## src/rtl/clk_div_monitor_pkg.sv

```systemverilog
// Shared definitions for the divided-clock monitor: FSM encodings and
// default parameter values.
package clk_div_monitor_pkg;

  typedef enum logic [1:0] {
    ST_IDLE    = 2'd0,
    ST_MEASURE = 2'd1,
    ST_LOCKED  = 2'd2
  } state_e;

  localparam int unsigned DEF_CNT_W    = 8;
  localparam int unsigned DEF_TOL      = 0;
  localparam int unsigned DEF_LOCK_CNT = 4;
  localparam int unsigned DEF_TIMEOUT  = 255;

endpackage

```

## src/rtl/sync_edge_det.sv

```systemverilog
// Two-flop synchronizer for an asynchronous level, plus a delayed copy
// for single-cycle rising-edge detection in the clk domain.
module sync_edge_det (
  input  logic clk,
  input  logic rst,
  input  logic async_i,
  output logic sync_o,
  output logic rise_o
);

  logic meta_q;
  logic sync_q;
  logic sync_dly_q;

  // NOTE: non-blocking assignments so each stage captures the previous stage's pre-edge value.
  always_ff @(posedge clk) begin
    if (rst) begin
      meta_q     <= 1'b0;
      sync_q     <= 1'b0;
      sync_dly_q <= 1'b0;
    end else begin
      meta_q     <= async_i;
      sync_q     <= meta_q;
      sync_dly_q <= sync_q;
    end
  end

  assign sync_o = sync_q;
  assign rise_o = sync_q & ~sync_dly_q;

endmodule

```

## src/rtl/clk_div_monitor.sv

```systemverilog
// Measures period (and optionally high time) of clk_in in clk cycles and tracks
// lock to exp_div. Define CLK_DIV_MON_DUTY_EN to build the high-time/stuck-line check.
module clk_div_monitor
  import clk_div_monitor_pkg::*;
#(
  parameter int unsigned CNT_W    = DEF_CNT_W,
  parameter int unsigned TOL      = DEF_TOL,
  parameter int unsigned LOCK_CNT = DEF_LOCK_CNT,
  parameter int unsigned TIMEOUT  = DEF_TIMEOUT
) (
  input  logic             clk,
  input  logic             rst,
  input  logic             clk_in,
  input  logic [CNT_W-1:0] exp_div,
  output logic [CNT_W-1:0] period,
  output logic [CNT_W-1:0] high_time,
  output logic             meas_valid,
  output logic             locked,
  output logic             lost,
  output logic [CNT_W-1:0] err_cnt
);

  localparam int unsigned      MC_W      = $clog2(LOCK_CNT + 1);
  localparam logic [CNT_W-1:0] CNT_MAX   = '1;
  localparam logic [CNT_W-1:0] TIMEOUT_C = TIMEOUT[CNT_W-1:0];
  localparam logic [CNT_W:0]   TOL_C     = TOL[CNT_W:0];
  localparam logic [MC_W-1:0]  LOCK_C    = LOCK_CNT[MC_W-1:0];

  function automatic logic [CNT_W-1:0] sat_inc(logic [CNT_W-1:0] v);
    return (v == CNT_MAX) ? v : v + CNT_W'(1);
  endfunction

  logic sync;
  logic rise;

  sync_edge_det u_sync (
    .clk     (clk),
    .rst     (rst),
    .async_i (clk_in),
    .sync_o  (sync),
    .rise_o  (rise)
  );

  logic [CNT_W-1:0] per_cnt_q, per_cnt_d;

  // NOTE: every always_comb output gets a default first, so no path can infer a latch.
  always_comb begin
    per_cnt_d = sat_inc(per_cnt_q);
    if (rise) per_cnt_d = CNT_W'(1);
  end

  logic [CNT_W-1:0] hi_cnt;
  logic             duty_ok;
  logic             capture;

`ifdef CLK_DIV_MON_DUTY_EN
  logic [CNT_W-1:0] hi_cnt_q, hi_cnt_d;
  logic [CNT_W-1:0] high_q;

  always_comb begin
    hi_cnt_d = hi_cnt_q;
    if (rise)      hi_cnt_d = CNT_W'(sync);
    else if (sync) hi_cnt_d = sat_inc(hi_cnt_q);
  end

  always_ff @(posedge clk) begin
    if (rst) begin
      hi_cnt_q <= '0;
      high_q   <= '0;
    end else begin
      hi_cnt_q <= hi_cnt_d;
      if (capture) high_q <= hi_cnt_q;
    end
  end

  assign hi_cnt    = hi_cnt_q;
  // A line stuck high or low yields high time 0 or equal to the period.
  assign duty_ok   = (hi_cnt_q != '0) && (hi_cnt_q != per_cnt_q);
  assign high_time = high_q;
`else
  logic unused_sync;
  assign unused_sync = sync;
  assign hi_cnt      = '0;
  assign duty_ok     = 1'b1;
  assign high_time   = '0;
`endif

  // One extra bit keeps the difference from wrapping.
  logic [CNT_W:0] per_x, exp_x, abs_diff;
  logic           match;

  assign per_x    = {1'b0, per_cnt_q};
  assign exp_x    = {1'b0, exp_div};
  assign abs_diff = (per_x >= exp_x) ? (per_x - exp_x) : (exp_x - per_x);
  assign match    = (exp_div != '0) && (abs_diff <= TOL_C) && duty_ok;

  state_e           state_q, state_d;
  logic [MC_W-1:0]  match_cnt_q, match_cnt_d;
  logic [CNT_W-1:0] err_q, err_d;
  logic [CNT_W-1:0] period_q, period_d;
  logic             mv_q, lost_q, lost_d, locked_q;

  always_comb begin
    state_d     = state_q;
    match_cnt_d = match_cnt_q;
    err_d       = err_q;
    period_d    = period_q;
    capture     = 1'b0;
    lost_d      = 1'b0;
    unique case (state_q)
      ST_IDLE: begin
        if (rise) begin
          state_d     = ST_MEASURE;
          match_cnt_d = '0;
        end
      end
      ST_MEASURE, ST_LOCKED: begin
        if (rise) begin
          capture  = 1'b1;
          period_d = per_cnt_q;
          if (match) begin
            if (state_q == ST_MEASURE) begin
              match_cnt_d = match_cnt_q + MC_W'(1);
              if (match_cnt_d == LOCK_C) state_d = ST_LOCKED;
            end
          end else begin
            match_cnt_d = '0;
            err_d       = sat_inc(err_q);
            if (state_q == ST_LOCKED) begin
              state_d = ST_MEASURE;
              lost_d  = 1'b1;
            end
          end
        end else if (per_cnt_q == TIMEOUT_C) begin
          state_d     = ST_IDLE;
          match_cnt_d = '0;
          err_d       = sat_inc(err_q);
          lost_d      = (state_q == ST_LOCKED);
        end
      end
      default: state_d = ST_IDLE;
    endcase
  end

  always_ff @(posedge clk) begin
    if (rst) begin
      state_q     <= ST_IDLE;
      match_cnt_q <= '0;
      err_q       <= '0;
      period_q    <= '0;
      per_cnt_q   <= '0;
      mv_q        <= 1'b0;
      lost_q      <= 1'b0;
      locked_q    <= 1'b0;
    end else begin
      state_q     <= state_d;
      match_cnt_q <= match_cnt_d;
      err_q       <= err_d;
      period_q    <= period_d;
      per_cnt_q   <= per_cnt_d;
      mv_q        <= capture;
      lost_q      <= lost_d;
      locked_q    <= (state_d == ST_LOCKED);
    end
  end

  assign period     = period_q;
  assign meas_valid = mv_q;
  assign locked     = locked_q;
  assign lost       = lost_q;
  assign err_cnt    = err_q;

endmodule

```

## config.mk

```make
export PLATFORM = sky130hd
export DESIGN_NAME = clk_div_monitor
export DESIGN_NICKNAME = d
export VERILOG_FILES = /design/src/rtl/clk_div_monitor_pkg.sv /design/src/rtl/sync_edge_det.sv /design/src/rtl/clk_div_monitor.sv
export SDC_FILE = /design/constraint.sdc
export NUM_CORES = 1
export LEC_CHECK = 0
export BUFFER_PORTS_ARGS = -buffer_cell sky130_fd_sc_hd__buf_2
export CORE_MARGIN = 4
export CORE_UTILIZATION = 50
export DETAILED_ROUTE_END_ITERATION = 8
export PLACE_DENSITY = 0.8
export SYNTH_ARGS = -nofsm -noshare
export SYNTH_HDL_FRONTEND = slang
export SYNTH_SLANG_ARGS = --single-unit
```

## constraint.sdc

```tcl
create_clock -name clk -period 4.6 [get_ports clk]
set_input_delay 0.46 -clock clk [delete_from_list [all_inputs] [get_ports clk]]
set_output_delay 0.46 -clock clk [all_outputs]
set_load 0.1 [all_outputs]
```

==> results.yml <==
setup_path:
  arrival_ns: 3.71
  cp.depth: 8
  path_buf_inv: 0
  start_kind: "flip-flop"
  critPathLaunch: "per_cnt_q[3]"
  r2r-start: "per_cnt_q[3]"
  critical-path-top-delay-family: "compound AO/OA/AOI/OAI gates"
  slowest_stage: "o41ai_4"
  worstPathRequired_ns: 4.79
  cp-end-kind: "flip-flop"
  crit_chain: "ha_1 -> xor2_1 -> or4_1 -> a2111oi_2 -> o2111ai_1 -> o41ai_4 -> o21ai_0 -> mux2_2"
  critPathMaxStageDelay_ns: 0.77
  crit_type: "reg2reg"
  crit_fanout: 15
  ff2ff_path_depth: 8
synth:
  synth.distinct_cells: 47
  async_flop_share_pct: 0
  synth_area_um2: 2450
  synth-edff-count: 0
  synth_top_area_cell: "dfxtp_1"
  synthTopCellsByArea: "dfxtp_1, ha_1, a21oi_1, nand2_1, nor2b_1"
  seq_area_frac_synth_pct: 28.6
  synth_top_area_share_pct: 28.6
  synthMostInstantiatedCell: "dfxtp_1"
  ys_ff_latch: 35
  synthCells: 312
  ys_dominant_reg_cell: "dfxtp_1"
  syn_area_per_cell_um2: 7.86
  yosys_warnings: 0
  yosys-top-cells-count: "dfxtp_1, nand2_1, a21oi_1"
sta:
  clock.fmax_ghz: 0.284
  hold_violations: 0
  worst_slew_pin_slew_ns: 0.761
  rsz0062_at_grt: "false"
  drv_slew: 0
  min_period_over_period_pct: 76.5
  period_needed_ns: 3.52
  setup_violations: 0
  maxSlewHeadroom_pct: 49.1
  final.setup.worst_slack_ns: 1.08
  fin_skew_ns: 0.00301
  setup_tns_ns: 0
pwr:
  power_density_nw_per_um2: 265
  leakage_nw: 1.23
  ir_drop_v: 0.000150
global_routing:
  grt_pass1_wl_mm: 8.91
  grt_max_degree: 39
  grt_overflow: 0
  use_met3_pct: 3.78
  grtUsageTotal_pct: 18.1
  antenna_found_initial: 0
  grt_pass1_vias: 2048
  grt.busiest_layer: "met2"
  met1_usage_pct: 22.0
  gr-usage-met2_pct: 29.8
clocking:
  ctsHoldBuffers: 0
  cts_root_buf: "clkbuf_8"
  clk-insertion-delay-late_ns: 0.29
  cts_tree: "built"
  cts.repair.resized: 0
  cts_buffers: 5
  clk_pin_slew_ns: 0.07
  htreeDepth: 2
  cts_sinks: 35
  post-cts-setup-buffers: 0
  clockBufferDepth: 2
finish:
  n_antenna_cell: 0
  fin_nets: 369
  drive_gt1_share_pct: 14.4
  final_util_pct: 57.2
  syn2layout_area_growth_pct: 10.2
floorplanning:
  die_h_um: 78.0
  core_area_um2: 4720
  rows: 25
  die_w_um: 78.0
  start_util_pct: 51.9
  dieArea_um2: 6090
  io_pins: 38
placed_design:
  port_buffers: 29
  place_congestion: 0.926
  hpwl_mm: 3.91
  pre_cts_ws_ns: 0.859
run:
  cap_viol_max_count: 0
hold_path:
  worstHoldPathCells: 2
  worstHoldStart: "clk_in"
  hold_path.class: "in2reg"
detailed_routing:
  vias: 2206
  avgViaCountPerCell: 5.50
  dr.pass1.iters: 4
  wl_per_cell_um: 13.2
  drcViolationCount: 0
  routed_wl_mm: 5.29
  ant_nets: 0
  drt-initial-drc-count: 168
outcome:
  status: "complete, no violations"
[cell usage in the layout, fill, tap and decap left out, drive strengths merged, types with 4 or more instances in the layout]
| master | n |
|---|---|
| dfxtp | 35 |
| nand2 | 30 |
| buf | 29 |
| a21oi | 26 |
| ha | 25 |
| inv | 22 |
| nor2 | 22 |
| o21ai | 15 |
| nor2b | 14 |
| nand3 | 13 |
| nand4 | 10 |
| conb | 8 |
| nand2b | 7 |
| and3 | 7 |
| mux2 | 7 |
| clkbuf | 6 |
| nor3 | 5 |
| a31oi | 5 |
| a21o | 4 |
| xor2 | 4 |
[sequential cells by signal, indices dropped and copies added (netlist names)]
signal and cells:
period 8, u_sync.sync_dly_q 1, locked 1, lost 1, meas_valid 1, per_cnt_q 8
state_q 2, match_cnt_q 3, err_cnt 8, u_sync.sync_o 1, u_sync.meta_q 1
[layer usage]
metal / vias to the layer above / share of wire [%]
li1: 1112 / -
met1: 1024 / 47
met2: 54 / 47
met3: 16 / 3.8
met4: 0 / 3.0
met5: - / 0
[stage by stage]
step | std cells | hold WS (ns) | power, mW | instance area (µm²)
final | 401 | 0.370 | 0.714 | 2700
after global placement | 393 | 0.420 | 0.428 | 2580
after CTS | 401 | 0.361 | 0.721 | 2700
after detailed placement | 393 | 0.424 | 0.431 | 2580
after global routing | 401 | 0.368 | 0.747 | 2700
after floorplan | 319 | 0.414 | 0.416 | 2480
[cell type report]
cell class                 instances  area, µm²
fill                             468       2020
clock inverter                     2       35.0
inverter                          22       82.6
multi-input combinational        240       1570
timing repair buffer              29        145
tap                               67       83.8
sequential                        35        701
clock buffer                       6       82.6
[worst paths after layout]
path	slack (ns)	to
worst max-delay path	1.08	err_cnt[0]
worst min-delay path	0.37	u_sync.meta_q
worst max register to register	1.08	err_cnt[0]
worst min register to register	0.44	u_sync.sync_o
[cells by family after synthesis]
family | synth area share (%)
other | 0.153
AO/OA/AOI/OAI | 18.4
multiplexers | 3.62
buffers and inverters | 8.42
flip-flops | 28.6
XOR/XNOR | 2.50
adder cells (fa/ha/maj) | 12.8
AND/OR/NAND/NOR | 25.6
[power by group]
| part | switching (mW) | leakage [nW] | internal, mW |
|---|---|---|---|
| sequential | 0.00489 | 0.283 | 0.307 |
| combinational | 0.0815 | 0.881 | 0.0328 |
| clock | 0.113 | 0.0612 | 0.175 |
| total | 0.200 | 1.23 | 0.515 |
No activity file was read; power rests on OpenSTA's default activity.
